===== src/rtl/load_store_unit.sv =====
// load_store_unit: memory-stage load/store responder driving a req/gnt/rvalid
// data-memory port. Steers store lanes and byte enables, extracts and extends
// load data, stalls the pipeline while an access is in flight and flags
// misaligned or illegal accesses.
// Optional watchdog: define LSU_TIMEOUT_EN to abort REQ/WAIT after TIMEOUT cycles.
module load_store_unit #(
    parameter int unsigned XLEN    = 32,
    parameter int unsigned TIMEOUT = 16
) (
    input  logic            clk,
    input  logic            rst_n,
    input  logic            ex_valid,
    input  logic            mem_rd,
    input  logic            mem_wr,
    input  logic [2:0]      f3,
    input  logic [XLEN-1:0] addr,
    input  logic [XLEN-1:0] wdata,
    output logic            lsu_busy,
    output logic            ld_valid,
    output logic [XLEN-1:0] ld_data,
    output logic            lsu_err,
    output logic [1:0]      err_code,
    output logic            dmem_req,
    output logic            dmem_we,
    output logic [XLEN-1:0] dmem_addr,
    output logic [3:0]      dmem_be,
    output logic [31:0]     dmem_wdata,
    input  logic            dmem_gnt,
    input  logic            dmem_rvalid,
    input  logic [31:0]     dmem_rdata
);

    localparam logic [1:0] ST_IDLE = 2'd0;
    localparam logic [1:0] ST_REQ  = 2'd1;
    localparam logic [1:0] ST_WAIT = 2'd2;

    localparam logic [1:0] ERR_MISALIGN = 2'b01;
    localparam logic [1:0] ERR_ILLEGAL  = 2'b10;

    logic [1:0]      state_q, state_d;
    logic [2:0]      f3_q, f3_d;
    logic [1:0]      off_q, off_d;
    logic            dmem_req_q, dmem_req_d;
    logic            dmem_we_q, dmem_we_d;
    logic [XLEN-1:0] dmem_addr_q, dmem_addr_d;
    logic [3:0]      dmem_be_q, dmem_be_d;
    logic [31:0]     dmem_wdata_q, dmem_wdata_d;
    logic            ld_valid_q, ld_valid_d;
    logic [XLEN-1:0] ld_data_q, ld_data_d;
    logic            lsu_err_q, lsu_err_d;
    logic [1:0]      err_code_q, err_code_d;

    logic            f3_illegal;
    logic            misaligned;
    logic            op_illegal;
    logic            accept_ok;
    logic            accept_err;
    logic [3:0]      st_be;
    logic [31:0]     st_wdata;
    logic [7:0]      rd_byte;
    logic [15:0]     rd_half;
    logic [31:0]     ld_ext;

`ifdef LSU_TIMEOUT_EN
    localparam int unsigned WD_W        = $clog2(TIMEOUT + 1);
    localparam logic [1:0]  ERR_TIMEOUT = 2'b11;

    logic [WD_W-1:0] wdog_q, wdog_d;
    logic [WD_W-1:0] wdog_inc;
    logic            wdog_expired;

    // Watchdog: cleared on entry to REQ, counts every cycle spent in REQ or WAIT
    always_comb begin : wdog_next
        wdog_inc     = wdog_q + WD_W'(1);
        wdog_expired = (wdog_inc == WD_W'(TIMEOUT));
        wdog_d       = wdog_q;
        if (accept_ok) begin
            wdog_d = '0;
        end else if (state_q != ST_IDLE) begin
            wdog_d = wdog_inc;
        end
    end

    // Watchdog counter register
    always_ff @(posedge clk or negedge rst_n) begin
        if (!rst_n) begin
            wdog_q <= '0;
        end else begin
            wdog_q <= wdog_d;
        end
    end
`else
    // TIMEOUT only sizes the watchdog; keep it referenced when the watchdog is compiled out
    logic [31:0] timeout_unused;
    assign timeout_unused = 32'(TIMEOUT);
`endif

    // Accept-cycle legality: illegal op/f3 outranks misalignment
    always_comb begin : accept_decode
        if (mem_rd) begin
            f3_illegal = (f3 == 3'b011) || (f3[2:1] == 2'b11);
        end else begin
            f3_illegal = (f3 >= 3'b011);
        end
        misaligned = ((f3[1:0] == 2'b01) && addr[0])
                  || ((f3[1:0] == 2'b10) && (addr[1:0] != 2'b00));
        op_illegal = (mem_rd && mem_wr) || f3_illegal;
        accept_ok  = (state_q == ST_IDLE) && ex_valid && (mem_rd ^ mem_wr)
                  && !f3_illegal && !misaligned;
        accept_err = (state_q == ST_IDLE) && ex_valid && (mem_rd || mem_wr)
                  && (op_illegal || misaligned);
    end

    // Store lane steering and byte enables by access size
    always_comb begin : store_steer
        st_be    = 4'b1111;
        st_wdata = wdata[31:0];
        case (f3[1:0])
            2'b00: begin
                st_be    = 4'b0001 << addr[1:0];
                st_wdata = {4{wdata[7:0]}};
            end
            2'b01: begin
                st_be    = addr[1] ? 4'b1100 : 4'b0011;
                st_wdata = {2{wdata[15:0]}};
            end
            default: begin
                st_be    = 4'b1111;
                st_wdata = wdata[31:0];
            end
        endcase
    end

    // Load lane extraction and sign/zero extension from the latched f3/offset
    always_comb begin : load_extract
        rd_byte = dmem_rdata[{off_q, 3'b000} +: 8];
        rd_half = off_q[1] ? dmem_rdata[31:16] : dmem_rdata[15:0];
        case (f3_q)
            3'b000:  ld_ext = {{24{rd_byte[7]}}, rd_byte};
            3'b001:  ld_ext = {{16{rd_half[15]}}, rd_half};
            3'b100:  ld_ext = {24'h0, rd_byte};
            3'b101:  ld_ext = {16'h0, rd_half};
            default: ld_ext = dmem_rdata;
        endcase
    end

    // FSM next state and registered-output next values
    always_comb begin : fsm_next
        state_d      = state_q;
        f3_d         = f3_q;
        off_d        = off_q;
        dmem_req_d   = dmem_req_q;
        dmem_we_d    = dmem_we_q;
        dmem_addr_d  = dmem_addr_q;
        dmem_be_d    = dmem_be_q;
        dmem_wdata_d = dmem_wdata_q;
        ld_valid_d   = 1'b0;
        ld_data_d    = ld_data_q;
        lsu_err_d    = 1'b0;
        err_code_d   = err_code_q;

        case (state_q)
            ST_IDLE: begin
                if (accept_err) begin
                    lsu_err_d  = 1'b1;
                    err_code_d = op_illegal ? ERR_ILLEGAL : ERR_MISALIGN;
                end else if (accept_ok) begin
                    state_d      = ST_REQ;
                    f3_d         = f3;
                    off_d        = addr[1:0];
                    dmem_req_d   = 1'b1;
                    dmem_we_d    = mem_wr;
                    dmem_addr_d  = {addr[XLEN-1:2], 2'b00};
                    dmem_be_d    = st_be;
                    dmem_wdata_d = st_wdata;
                end
            end
            ST_REQ: begin
                if (dmem_gnt) begin
                    dmem_req_d = 1'b0;
                    state_d    = dmem_we_q ? ST_IDLE : ST_WAIT;
                end
`ifdef LSU_TIMEOUT_EN
                else if (wdog_expired) begin
                    dmem_req_d = 1'b0;
                    state_d    = ST_IDLE;
                    lsu_err_d  = 1'b1;
                    err_code_d = ERR_TIMEOUT;
                end
`endif
            end
            ST_WAIT: begin
                if (dmem_rvalid) begin
                    ld_data_d  = XLEN'(ld_ext);
                    ld_valid_d = 1'b1;
                    state_d    = ST_IDLE;
                end
`ifdef LSU_TIMEOUT_EN
                else if (wdog_expired) begin
                    state_d    = ST_IDLE;
                    lsu_err_d  = 1'b1;
                    err_code_d = ERR_TIMEOUT;
                end
`endif
            end
            default: begin
                state_d    = ST_IDLE;
                dmem_req_d = 1'b0;
            end
        endcase
    end

    // State and output registers; reset drops any transaction in flight
    always_ff @(posedge clk or negedge rst_n) begin
        if (!rst_n) begin
            state_q      <= ST_IDLE;
            f3_q         <= '0;
            off_q        <= '0;
            dmem_req_q   <= 1'b0;
            dmem_we_q    <= 1'b0;
            dmem_addr_q  <= '0;
            dmem_be_q    <= '0;
            dmem_wdata_q <= '0;
            ld_valid_q   <= 1'b0;
            ld_data_q    <= '0;
            lsu_err_q    <= 1'b0;
            err_code_q   <= '0;
        end else begin
            state_q      <= state_d;
            f3_q         <= f3_d;
            off_q        <= off_d;
            dmem_req_q   <= dmem_req_d;
            dmem_we_q    <= dmem_we_d;
            dmem_addr_q  <= dmem_addr_d;
            dmem_be_q    <= dmem_be_d;
            dmem_wdata_q <= dmem_wdata_d;
            ld_valid_q   <= ld_valid_d;
            ld_data_q    <= ld_data_d;
            lsu_err_q    <= lsu_err_d;
            err_code_q   <= err_code_d;
        end
    end

    // Stall in the accept cycle itself so the pipeline never overruns the LSU
    assign lsu_busy   = (state_q != ST_IDLE) || accept_ok;
    assign ld_valid   = ld_valid_q;
    assign ld_data    = ld_data_q;
    assign lsu_err    = lsu_err_q;
    assign err_code   = err_code_q;
    assign dmem_req   = dmem_req_q;
    assign dmem_we    = dmem_we_q;
    assign dmem_addr  = dmem_addr_q;
    assign dmem_be    = dmem_be_q;
    assign dmem_wdata = dmem_wdata_q;

endmodule


===== config.mk =====
export PLATFORM = sky130hd
export DESIGN_NAME = load_store_unit
export DESIGN_NICKNAME = d
export VERILOG_FILES = /design/src/rtl/load_store_unit.sv
export SDC_FILE = /design/constraint.sdc
export NUM_CORES = 1
export LEC_CHECK = 0
export ABC_AREA = 1
export ABC_CLOCK_PERIOD_IN_PS = 4000
export CAP_MARGIN = 20
export CORE_AREA = 10 10 112 139
export DETAILED_ROUTE_END_ITERATION = 16
export DIE_AREA = 0 0 122 149
export HOLD_SLACK_MARGIN = 0.1
export PLACE_DENSITY = 0.79
export SYNTH_ARGS = -nofsm -noshare
export SYNTH_HDL_FRONTEND = slang
export SYNTH_SLANG_ARGS = --single-unit

===== constraint.sdc =====
create_clock -name clk -period 4 [get_ports clk]
set_input_delay 0.6 -clock clk [delete_from_list [all_inputs] [get_ports clk]]
set_output_delay 0.6 -clock clk [all_outputs]
set_load 0.005 [all_outputs]

[Word level (Yosys, flattened, before mapping)]
Cells that the tools add are included.
Storage, ports and cells
  word-level logic and storage cells: 79
  bits in registers: 111
  input bits: 106
  output and inout port bits: 107
Operators by class
  shift-type cells: 2
  equal/unequal tests: 13
  muxes and demuxes: 21
  bitwise operators: 3
  order comparisons: 1
  reduce and logical (&&, ||, !) cells: 27
Operator list (number)
  $pmux 32 s4: 1
  $pmux 32 s2: 1
  $shiftx 32x6->8: 1
  $mux 16: 1
  $mux 2: 6
  $logic_and 1x1->1: 9
  $mux 1: 8
  $ne 2x2->1 const B: 4
  $pmux 4 s2: 1
  $reduce_and 4->1: 2
  $eq 2x2->1 const B: 3
  $eq 3x3->1 const B: 2
  $logic_or 1x1->1: 6
  $pmux 2 s3: 1
  $eq 2x1->1 const B: 2
  $logic_not 2->1: 2
  $mux 4: 1
  $reduce_and 2->1: 2
  $reduce_bool 2->1: 2
  $shl 1x2->4 const A: 1
  $eq 3x1->1 const B: 1
  $eq 3x2->1 const B: 1
  $ge 3x2->1 const B: 1
  $logic_not 3->1: 1
  5 further kinds: 7

[Logic depth before layout (Yosys ltp)]
  depth in word-level cells: 9
  mapped depth: 11
  depth with buffers taken out: 9

[Worst setup path after synthesis]
No wires, ideal clock.
  path kind: input-to-output
  from: input port mem_wr
  to: output port lsu_busy
  setup slack: 2.125 ns
  required time: 3.400 ns
  data arrival time: 1.275 ns
  buffers on the path: 0
  stages on the path: 6
  path through: inv_1 ha_1 nand3_1 nor2_1 nand2_1 nand2_1
On the way
  cells in the longest elaborated chain, start to end: 5
RTL lines
  start, declared: line 14  | input logic mem_wr,
  $xor 1x1->1: line 108  | accept_ok = (state_q == ST_IDLE) && ex_valid && (mem_rd ^ mem_wr)
  $logic_and 1x1->1: line 108
  $logic_and 1x1->1 (2 in series): line 109  | && !f3_illegal && !misaligned;
  $logic_or 1x1->1: line 245  | assign lsu_busy = (state_q != ST_IDLE) || accept_ok;
  end, declared: line 18  | output logic lsu_busy,
No other way between the ends.

[Worst setup path after layout]
Same ends and word-level chain as after synthesis.

==> results.ini <==
[synth]
synth_area_leaders=dfrtp_1 49%, o21ai_2 11%, nand2_1 9.9%
postSynthCellCount=662
yosysTopAreaCell=dfrtp_1
synth_edf_count=0
syn_area_mm2=0.00570
yosysMostFrequentCell=nand2_1
synthArstFlopShare_pct=100
synth_seq_cells=111
synth_top_area_share_pct=48.7
synth.yosys.seq_area_share_pct=48.7
ys.flop_type=dfrtp_1
syn_avg_cell_area_um2=8.61
yosys_warnings=0
synthDistinctLibCells=30
synth_common_cells=151 x nand2_1, 111 x dfrtp_1, 88 x inv_1, 70 x o21ai_2, 51 x o21ai_0

[critical_path]
critPathCaptureType=output port
critPathMaxFanout=3
timing.rr.start=state_q[1]
r2r.worst_path.cells=7
critical_path_class=in2out
crit_required_ps=3400
crit_arrival_ps=2430
ff2ff_setup_slack_ps=1830
start_kind=primary input
timing.rr.end=dmem_addr[27]

[floorplan]
start_util_pct=43.9
io_pins=213
dieArea_mm2=0.0182
die_h_um=149
core-area_mm2=0.0130
fp.dieW_um=122
num_rows=47

[sta]
fin_ws_ps=968
clock.fmax_mhz=330
holdWs_ps=328
setup_viol_count_final=0
fin_tns_setup_ps=0
finalMaxSlewViolations=0
post-route-period-util_pct=75.8
period_needed_ps=3030
relSlewSlack_pct=44.9
rsz0062_at_grt=false
skew_ps=8.80
tightest_slew_ps=826
finalHoldViolations=0

[cts]
cts_made_buffers=9
holdBufCountCts=0
cts_buffer_depth=2
h-tree-depth=3
post_cts_buffers=0
clk_pin_slew_ps=70
root_buffer=clkbuf_16
clkLatencyLatePin_ps=350
cts_resized=0
cts_tree=yes
cts_num_sinks=111

[routing]
wl_per_cell_um=15.6
drtIter0Drc=305
via_per_inst=4.74
drt_first_pass_iters=5
ant_nets=0
via_count=4886
routed_wl_mm=16.1
drc=0

[run]
max-cap-violations=0

[layout]
fillers=1137
drive_above_1_share_pct=15.4
insertedDiodeCount=0
areaGrowthSynthToFinish_pct=42.7
fin_nets=962
design_area_mm2=0.00813

[pwr]
p_total_uw=4960
ir_worst_vdd_uv=284
powerDensity_mw_per_mm2=610
power.leakage_uw=0.00384

[global_routing]
gr-usage-all-layers_pct=17.3
grt_max_degree=64
grt_pass1_vias=4769
grt_antenna_before_repair=0
grt-ovfl-total=0
grt_first_pass_wirelength_mm=25.1

[placement]
dp_slack_ps=934
placed_area_mm2=0.00781
hpwl_mm=12.3
numPortBuffers=210
place.gp.congestion=0.839

[run_status]
status=complete, no violations

[min_path]
hp-class=in2async

worst max-delay path, cell delays in order:
cell,delay (ps)
clkdlybuf4s50_1,480
inv_1,60
ha_1,270
nand3_1,70
nor2_1,220
nand2_1,80
nand2_1,110
clkdlybuf4s50_1,530
flip-flops by register name (all words and copies together) (netlist names):
| name | cells |
|---|---|
| f3_q | 3 |
| ld_valid | 1 |
| off_q | 2 |
| dmem_be | 4 |
| dmem_addr | 30 |
| dmem_req | 1 |
| state_q | 2 |
| err_code | 2 |
| ld_data | 32 |
| dmem_wdata | 32 |
| lsu_err | 1 |
| dmem_we | 1 |
where the power goes:
group / switching (uW) / internal [uW]
Sequential: 308 / 1580
Clock: 416 / 571
Combinational: 857 / 1230
Total: 1580 / 3380
logic make-up (layout without fill, tap and decap cells):
group	Yosys count	count (layout)	share of synthesized area (%)
DFF	111	111	48.7
adders and majority gates	2	2	0.439
buffers and inverters	130	326	11.2
AOI/OAI and AO/OA	182	182	22.0
and+or+nand+nor	236	236	17.5
other	1	2	0.0658
layout by cell type (no fill, tap or decap), types with 2 or more instances in the layout:
cell type	instances
a2bb2oi_1	9
nand3_1	4
nand4_1	2
a21oi_1	30
nand2_2	13
nor2_1	41
or2_2	17
inv_1	88
clkbuf_1	2
bufinv_16	2
nor3_1	2
dfrtp_1	111
nand2_1	151
inv_2	3
clkbuf_16	9
nor2_2	3
a221oi_1	7
o21ai_0	51
clkdlybuf4s50_1	209
conb_1	2
o21ai_2	70
o21ai_1	3
buf_4	9
a311oi_1	2
ha_1	2
a31oi_1	8
how the worst max path moves through the flow:
stage / startpoint / end / cells after the start / slack (ps)
2_1_floorplan: mem_wr / lsu_busy / 6 / 2130
3_3_place_gp: mem_wr / lsu_busy / 8 / 950
3_5_place_dp: mem_wr / lsu_busy / 8 / 930
4_1_cts: mem_wr / lsu_busy / 8 / 930
5_1_grt: mem_wr / lsu_busy / 8 / 830
6_report: mem_wr / lsu_busy / 8 / 970
metal layers:
layer  global-route usage (%)  routed length (um)  part of all wire [%]  vias up
met1                     20.1                6420                    40     2210
li1                         -                   -                     -     2501
met2                     29.4                7980                    50      164
met3                     5.45                1470                   9.2       11
met5                        0                   0                     0        -
met4                     5.56                 208                   1.3        0
final cells by class:
cell class / instances / area (um^2) / area share, %
repair buffers: 219 / 2180 / 26.8
flip-flops and latches: 111 / 2780 / 34.2
clock inverters: 4 / 77.6 / 0.954
clock buffers: 12 / 246 / 3.03
multi-input cells: 422 / 2300 / 28.2
well taps: 171 / 214 / 2.63
inverters: 91 / 342 / 4.20
metrics by stage:
stage / std cells / utilization, %
floorplan: 663 / -
global placement: 1014 / 60.1
detailed placement: 1014 / 60.1
CTS: 1030 / 62.6
global route: 1030 / 62.6
finish: 1030 / 62.6
Note: power is estimated with default switching activity, not from simulation.
